--- src/rtl/mult_bist_array_if.sv ---
`default_nettype none
// ============================================================================
// Module   : mult_bist_array_if
// Purpose  : Start/abort handshake and result bus of the multiplier BIST array.
// Revision : 1.0 - initial release
// ============================================================================
interface mult_bist_array_if #(
  parameter int SIG_W = 16
);
  logic             start;
  logic             abort;
  logic [SIG_W-1:0] expected_sig;
  logic             busy;
  logic             done;
  logic             pass;
  logic [SIG_W-1:0] signature;

  // Test controller side
  modport master (
    output start, abort, expected_sig,
    input  busy, done, pass, signature
  );

  // BIST engine side
  modport slave (
    input  start, abort, expected_sig,
    output busy, done, pass, signature
  );
endinterface
`default_nettype wire

--- src/rtl/mult_bist_array.sv ---
`default_nettype none
// ============================================================================
// Module   : mult_bist_array
// Purpose  : LFSR-driven self-test of LANES pipelined multipliers, compacted
//            into a MISR signature with start/abort/done/pass handshake.
// Revision : 1.0 - initial release
// ============================================================================
module mult_bist_array #(
  parameter int               WIDTH        = 8,
  parameter int               LANES        = 4,
  parameter int               PIPE         = 2,
  parameter int               NUM_PATTERNS = 64,
  parameter int               SIG_W        = 16,
  parameter logic [SIG_W-1:0] SIG_POLY     = SIG_W'(16'h1021),
  parameter logic [31:0]      SEED         = 32'h0000_ACE1
) (
  input  logic             clk,
  input  logic             reset,
  mult_bist_array_if.slave bus
);

  localparam int                 c_PW        = 2 * WIDTH;
  localparam int                 c_NSL       = (c_PW + SIG_W - 1) / SIG_W;
  localparam int                 c_CNT_W     = $clog2(NUM_PATTERNS + 1);
  localparam logic [31:0]        c_LFSR_POLY = 32'h8020_0003;
  localparam logic [c_CNT_W-1:0] c_CNT_LAST  = c_CNT_W'(NUM_PATTERNS - 1);
  localparam logic [PIPE-1:0]    c_VLD_LAST  = PIPE'(1) << (PIPE - 1);

  typedef enum logic [1:0] {
    ST_IDLE  = 2'd0,
    ST_RUN   = 2'd1,
    ST_DRAIN = 2'd2,
    ST_DONE  = 2'd3
  } state_t;

  state_t             r_state;
  state_t             w_state_nxt;
  logic [31:0]        r_lfsr;
  logic [SIG_W-1:0]   r_misr;
  logic [c_CNT_W-1:0] r_cnt;
  logic [PIPE-1:0]    r_vld;
  logic [c_PW-1:0]    r_pipe [PIPE][LANES];

  logic [WIDTH-1:0]       w_lo;
  logic [WIDTH-1:0]       w_hi;
  logic [WIDTH-1:0]       w_a    [LANES];
  logic [WIDTH-1:0]       w_b    [LANES];
  logic [c_PW-1:0]        w_prod [LANES];
  logic [c_PW-1:0]        w_xor;
  logic [c_NSL*SIG_W-1:0] w_ext;
  logic [SIG_W-1:0]       w_fold;
  logic [31:0]            w_lfsr_nxt;
  logic                   w_busy;
  logic                   w_idle_or_done;
  logic                   w_abort_act;
  logic                   w_start_act;
  logic                   w_issue;
  logic                   w_out_vld;
  logic                   w_drain_end;

  function automatic logic [WIDTH-1:0] rotl(input logic [WIDTH-1:0] x, input int n);
    logic [2*WIDTH-1:0] d;
    d = {x, x} << (n % WIDTH);
    return d[2*WIDTH-1:WIDTH];
  endfunction

  function automatic logic [WIDTH-1:0] rotr(input logic [WIDTH-1:0] x, input int n);
    logic [2*WIDTH-1:0] d;
    d = {x, x} >> (n % WIDTH);
    return d[WIDTH-1:0];
  endfunction

  // Control decode: abort beats start, and start is only honoured when not busy
  assign w_busy         = (r_state == ST_RUN) || (r_state == ST_DRAIN);
  assign w_idle_or_done = (r_state == ST_IDLE) || (r_state == ST_DONE);
  assign w_abort_act    = bus.abort && w_busy;
  assign w_start_act    = bus.start && !bus.abort && w_idle_or_done;
  assign w_issue        = (r_state == ST_RUN) && !bus.abort;
  assign w_out_vld      = r_vld[PIPE-1];
  assign w_drain_end    = (r_vld == c_VLD_LAST);

  assign w_lo       = r_lfsr[WIDTH-1:0];
  assign w_hi       = r_lfsr[2*WIDTH-1:WIDTH];
  assign w_lfsr_nxt = {1'b0, r_lfsr[31:1]} ^ (r_lfsr[0] ? c_LFSR_POLY : 32'h0);

  generate
    for (genvar i = 0; i < LANES; i++) begin : g_lane
      assign w_a[i]    = rotl(w_lo, i);
      assign w_b[i]    = rotr(w_hi, i);
      assign w_prod[i] = {{WIDTH{1'b0}}, w_a[i]} * {{WIDTH{1'b0}}, w_b[i]};
    end
  endgenerate

  always_ff @(posedge clk or posedge reset) begin
    if (reset) begin
      r_vld <= '0;
      for (int s = 0; s < PIPE; s++) begin
        for (int l = 0; l < LANES; l++) begin
          r_pipe[s][l] <= '0;
        end
      end
    end else begin
      if (w_abort_act) begin
        r_vld <= '0;
      end else begin
        r_vld[0] <= w_issue;
        for (int s = 1; s < PIPE; s++) begin
          r_vld[s] <= r_vld[s-1];
        end
      end
      for (int l = 0; l < LANES; l++) begin
        if (w_issue) begin
          r_pipe[0][l] <= w_prod[l];
        end
        for (int s = 1; s < PIPE; s++) begin
          r_pipe[s][l] <= r_pipe[s-1][l];
        end
      end
    end
  end

  // Fold the lane XOR into SIG_W-bit slices; the top slice is zero-extended
  always_comb begin
    w_xor  = '0;
    w_ext  = '0;
    w_fold = '0;
    for (int l = 0; l < LANES; l++) begin
      w_xor = w_xor ^ r_pipe[PIPE-1][l];
    end
    w_ext[c_PW-1:0] = w_xor;
    for (int s = 0; s < c_NSL; s++) begin
      w_fold = w_fold ^ w_ext[s*SIG_W +: SIG_W];
    end
  end

  always_ff @(posedge clk or posedge reset) begin
    if (reset) begin
      r_lfsr <= SEED;
      r_misr <= '0;
      r_cnt  <= '0;
    end else if (w_start_act) begin
      r_lfsr <= SEED;
      r_misr <= '0;
      r_cnt  <= '0;
    end else begin
      if (w_issue) begin
        r_lfsr <= w_lfsr_nxt;
        r_cnt  <= r_cnt + c_CNT_W'(1);
      end
      if (w_out_vld && !w_abort_act) begin
        r_misr <= {r_misr[SIG_W-2:0], 1'b0}
                ^ (r_misr[SIG_W-1] ? SIG_POLY : '0)
                ^ w_fold;
      end
    end
  end

  always_ff @(posedge clk or posedge reset) begin
    if (reset) begin
      r_state <= ST_IDLE;
    end else begin
      r_state <= w_state_nxt;
    end
  end

  always_comb begin
    w_state_nxt = r_state;
    case (r_state)
      ST_IDLE, ST_DONE: begin
        if (w_start_act) w_state_nxt = ST_RUN;
      end
      ST_RUN: begin
        if (bus.abort)                w_state_nxt = ST_IDLE;
        else if (r_cnt == c_CNT_LAST) w_state_nxt = ST_DRAIN;
      end
      ST_DRAIN: begin
        if (bus.abort)        w_state_nxt = ST_IDLE;
        else if (w_drain_end) w_state_nxt = ST_DONE;
      end
      default: w_state_nxt = ST_IDLE;
    endcase
  end

  assign bus.busy      = w_busy;
  assign bus.done      = (r_state == ST_DONE);
  assign bus.pass      = (r_state == ST_DONE) && (r_misr == bus.expected_sig);
  assign bus.signature = r_misr;

endmodule
`default_nettype wire
--- src/flat_wrapper.sv ---
// flat-port wrapper written by rule: the top's interface ports become plain ports
module mult_bist_array_flat 
#(
  parameter int               WIDTH        = 8,
  parameter int               LANES        = 4,
  parameter int               PIPE         = 2,
  parameter int               NUM_PATTERNS = 64,
  parameter int               SIG_W        = 16,
  parameter logic [SIG_W-1:0] SIG_POLY     = SIG_W'(16'h1021),
  parameter logic [31:0]      SEED         = 32'h0000_ACE1
)
  (clk, reset, bus_start, bus_abort, bus_expected_sig, bus_busy, bus_done, bus_pass, bus_signature);
  mult_bist_array_if #(.SIG_W(SIG_W)) bus_i ();
  input  logic clk;
  input  logic reset;
  input wire logic [$bits(bus_i.start)-1:0] bus_start;
  input wire logic [$bits(bus_i.abort)-1:0] bus_abort;
  input wire logic [$bits(bus_i.expected_sig)-1:0] bus_expected_sig;
  output wire logic [$bits(bus_i.busy)-1:0] bus_busy;
  output wire logic [$bits(bus_i.done)-1:0] bus_done;
  output wire logic [$bits(bus_i.pass)-1:0] bus_pass;
  output wire logic [$bits(bus_i.signature)-1:0] bus_signature;
  assign bus_i.start = bus_start;
  assign bus_i.abort = bus_abort;
  assign bus_i.expected_sig = bus_expected_sig;
  assign bus_busy = bus_i.busy;
  assign bus_done = bus_i.done;
  assign bus_pass = bus_i.pass;
  assign bus_signature = bus_i.signature;
  mult_bist_array #(.WIDTH(WIDTH), .LANES(LANES), .PIPE(PIPE), .NUM_PATTERNS(NUM_PATTERNS), .SIG_W(SIG_W), .SIG_POLY(SIG_POLY), .SEED(SEED)) u_core (.clk(clk), .reset(reset), .bus(bus_i));
endmodule
--- config.mk ---
export PLATFORM = sky130hd
export DESIGN_NAME = mult_bist_array_flat
export DESIGN_NICKNAME = d
export VERILOG_FILES = /design/src/rtl/mult_bist_array_if.sv /design/src/rtl/mult_bist_array.sv /design/src/flat_wrapper.sv
export SDC_FILE = /design/constraint.sdc
export NUM_CORES = 1
export LEC_CHECK = 0
export CAP_MARGIN = 20
export CORE_UTILIZATION = 45
export CTS_BUF_LIST = sky130_fd_sc_hd__clkbuf_8 sky130_fd_sc_hd__clkbuf_16
export CTS_CLUSTER_SIZE = 24
export DETAILED_ROUTE_END_ITERATION = 8
export GPL_ROUTABILITY_DRIVEN = 0
export PLACE_DENSITY = 0.6
export SYNTH_ARGS = -nofsm -noshare
export SYNTH_HDL_FRONTEND = slang
export SYNTH_SLANG_ARGS = --single-unit
--- constraint.sdc ---
create_clock -name clk -period 18.55 [get_ports clk]
set_input_delay 5.565 -clock clk [delete_from_list [all_inputs] [get_ports clk]]
set_output_delay 5.565 -clock clk [all_outputs]
set_load 0.005 [all_outputs]
==> results.py <==
metrics = {
    "timing": {
        "slew_headroom_pct": 36.31,
        "clock.fmax_ghz": 0.07722,
        "period_minus_slack_ps": 12950,
        "period_share_pct": 69.81,
        "rsz0062_at_grt": "false",
        "maxSlewViolCount": 0,
        "finalHoldViolCount": 0,
        "worst_slew_pin_slew_ps": 955.4,
        "tns_ps": 0,
        "setup_violations": 0,
        "clock_skew_ps": 11.73,
    },
    "setup_path": {
        "slowest_delay_ps": 560,
        "worstSetupPathType": "primary input to output pin",
        "cp-start-kind": "primary input",
        "crit_required_ps": 12980,
        "cp_max_fo": 1,
        "rrSetupSlack_ps": 13360,
        "end_kind": "output pin",
        "crit_slowest_cell": "clkdlybuf4s50_1",
        "worstPathCellList": "clkdlybuf4s50_1 -> xor2_1 -> nor4_1 -> nand4_1 -> nor4_1 -> clkdlybuf4s50_1",
        "crit_arrival_ps": 7380,
    },
    "global_route": {
        "antenna_found_initial": 0,
        "overflow": 0,
        "grt_pass1_wl_um": 56420,
        "grt_max_degree": 111,
        "grt_pass1_vias": 10410,
        "grt_util_all_layers_pct": 22.40,
    },
    "synthesis": {
        "synth_area_leaders": "dfrtp_1 (31%), fa_1 (15%), ha_1 (14%)",
        "synth_area_leader_cell": "dfrtp_1",
        "synth-edff-count": 0,
        "syn-num-nets": 1786,
        "ys_seq_area_share_pct": 32.44,
        "yosysUniqueCellTypes": 59,
        "synth_area_sq_mm": 0.01446,
        "ys_warn_count": 0,
        "syn_area_per_cell_sq_um": 9.697,
        "synth_seq_cells": 187,
        "synth_cells": 1491,
        "synth_top_area_share_pct": 30.98,
        "synth_ff_type": "dfrtp_1",
        "synth.most_common_cell": "inv_1",
        "ys_top_cells_by_count": "inv_1 (227), nand2_1 (215), dfrtp_1 (179)",
        "synthArstFlopShare_pct": 100.0,
    },
    "run": {
        "cap_violations": 0,
    },
    "floorplan": {
        "rows": 65,
        "core_region_area_sq_mm": 0.03156,
        "start_util_pct": 45.82,
        "die_w_um": 181.2,
        "die_area_sq_mm": 0.03285,
        "io_pins": 39,
        "dieHeight_um": 181.2,
    },
    "clocking": {
        "cts.sinks": 187,
        "h-tree-depth": 4,
        "cts_resized": 0,
        "clock_latency_ps": 440,
        "clk_path_buf_depth": 2,
        "cts_hold_buf": 0,
        "path_clk_slew_ps": 70,
        "cts_tree": "done",
        "cts_root_buf": "clkbuf_16",
        "cts_made_buffers": 17,
        "cts_setup_buffers": 0,
    },
    "placed_design": {
        "portBuffers": 38,
        "place_hpwl_um": 27870,
    },
    "layout": {
        "num-fill-cells": 2914,
        "n_antenna_cell": 0,
        "nNetsFinal": 1802,
        "layout-drive-gt1-share_pct": 3.816,
        "area_delta_synth_final_pct": 9.286,
    },
    "detailed_routing": {
        "num_vias": 10030,
        "viasPerCell": 5.219,
        "ant_nets": 0,
        "first_iter_violations": 703,
        "wl_per_cell_um": 18.02,
        "drcViolationCount": 0,
        "wirelength_um": 34640,
        "dr.pass1.iters": 5,
    },
    "min_path": {
        "min_path_type": "flop to flop",
    },
    "status": {
        "outcome": "complete, no violations",
    },
}
path summary, 6_finish.rpt:
check / start / to / cells past startpoint
hold / removal: u_core.r_pipe[76]$_DFFE_PP0P_ / u_core.r_pipe[12]$_DFF_PP0_ / 0
max in group asynchronous: reset / u_core.r_lfsr[3]$_DFFE_PP0P_ / 3
setup / recovery: bus_expected_sig[12] / bus_pass / 6
min in group asynchronous: reset / u_core.bus.signature[4]$_DFFE_PP0P_ / 2
setup reg to reg: u_core.r_lfsr[0]$_DFFE_PP1P_ / u_core.r_pipe[93]$_DFFE_PP0P_ / 16
hold reg to reg: u_core.r_pipe[76]$_DFFE_PP0P_ / u_core.r_pipe[12]$_DFF_PP0_ / 0
sequential cells by signal, indices dropped and copies added, names as in the netlist:
name / flops
u_core.r_state: 2
u_core.r_lfsr: 32
u_core.r_cnt: 7
u_core.r_vld: 2
u_core.bus.signature: 16
u_core.r_pipe: 128
cell type report:
class | instances | area (sq um) | area share, %
clock buffers | 18 | 439.2 | 2.780
repair buffers | 44 | 425.4 | 2.692
well taps | 402 | 503.0 | 3.183
clock inverters | 14 | 156.4 | 0.9899
flip-flops and latches | 187 | 4690 | 29.68
inverters | 228 | 863.3 | 5.464
multi-input cells | 1029 | 8723 | 55.21
logic make-up after synthesis:
logic type               Yosys count  share of synthesized area, %
AO/OA/AOI/OAI                    240                         10.24
XOR/XNOR                         157                         9.511
adder cells (fa/ha/maj)          276                         29.58
buffers and inverters            275                         7.278
flip-flops                       187                         32.44
multiplexers                       3                        0.2164
AND/OR/NAND/NOR                  353                         10.74
metrics by stage:
step	setup slack [ps]	utilization [%]	cells	area (sq um)	hold WS (ps)
6_report	5601	50.07	1922	15800	368.2
5_1_grt	5502	50.07	1922	15800	384.7
4_1_cts	5608	50.07	1922	15800	368.7
3_5_place_dp	5613	48.18	1890	15200	353.5
3_3_place_gp	5638	48.18	1890	15200	355.5
2_1_floorplan	6649	-	1491	14460	346.5
cells in the final DEF (no fill, tap or decap), drive strengths merged, types with 37 or more instances in the layout:
| cell | n |
|---|---|
| a21oi | 63 |
| clkdlybuf4s50 | 38 |
| dfrtp | 179 |
| fa | 110 |
| ha | 165 |
| inv | 235 |
| nand2 | 215 |
| nor2 | 37 |
| o21ai | 77 |
| xnor2 | 99 |
| xor2 | 58 |
worst max-delay path, delay by kind of cell:
kind	cells	cell delay, ps
xor gates and xnor gates	1	160
buffers and inverters	2	970
and+or+nand+nor	3	690
routing by layer:
layer	up-vias	GRT usage (%)	wire (um)	part of all wire (%)
li1	4835	-	-	-
met1	4870	31.29	16160	47
met2	273	35.94	16090	46
met3	52	3.124	1471	4.2
met4	0	7.220	924	2.7
met5	-	0	0	0
Power is not shown: default switching activity piles up to over one toggle a cycle in this logic, so the estimate is an artifact.
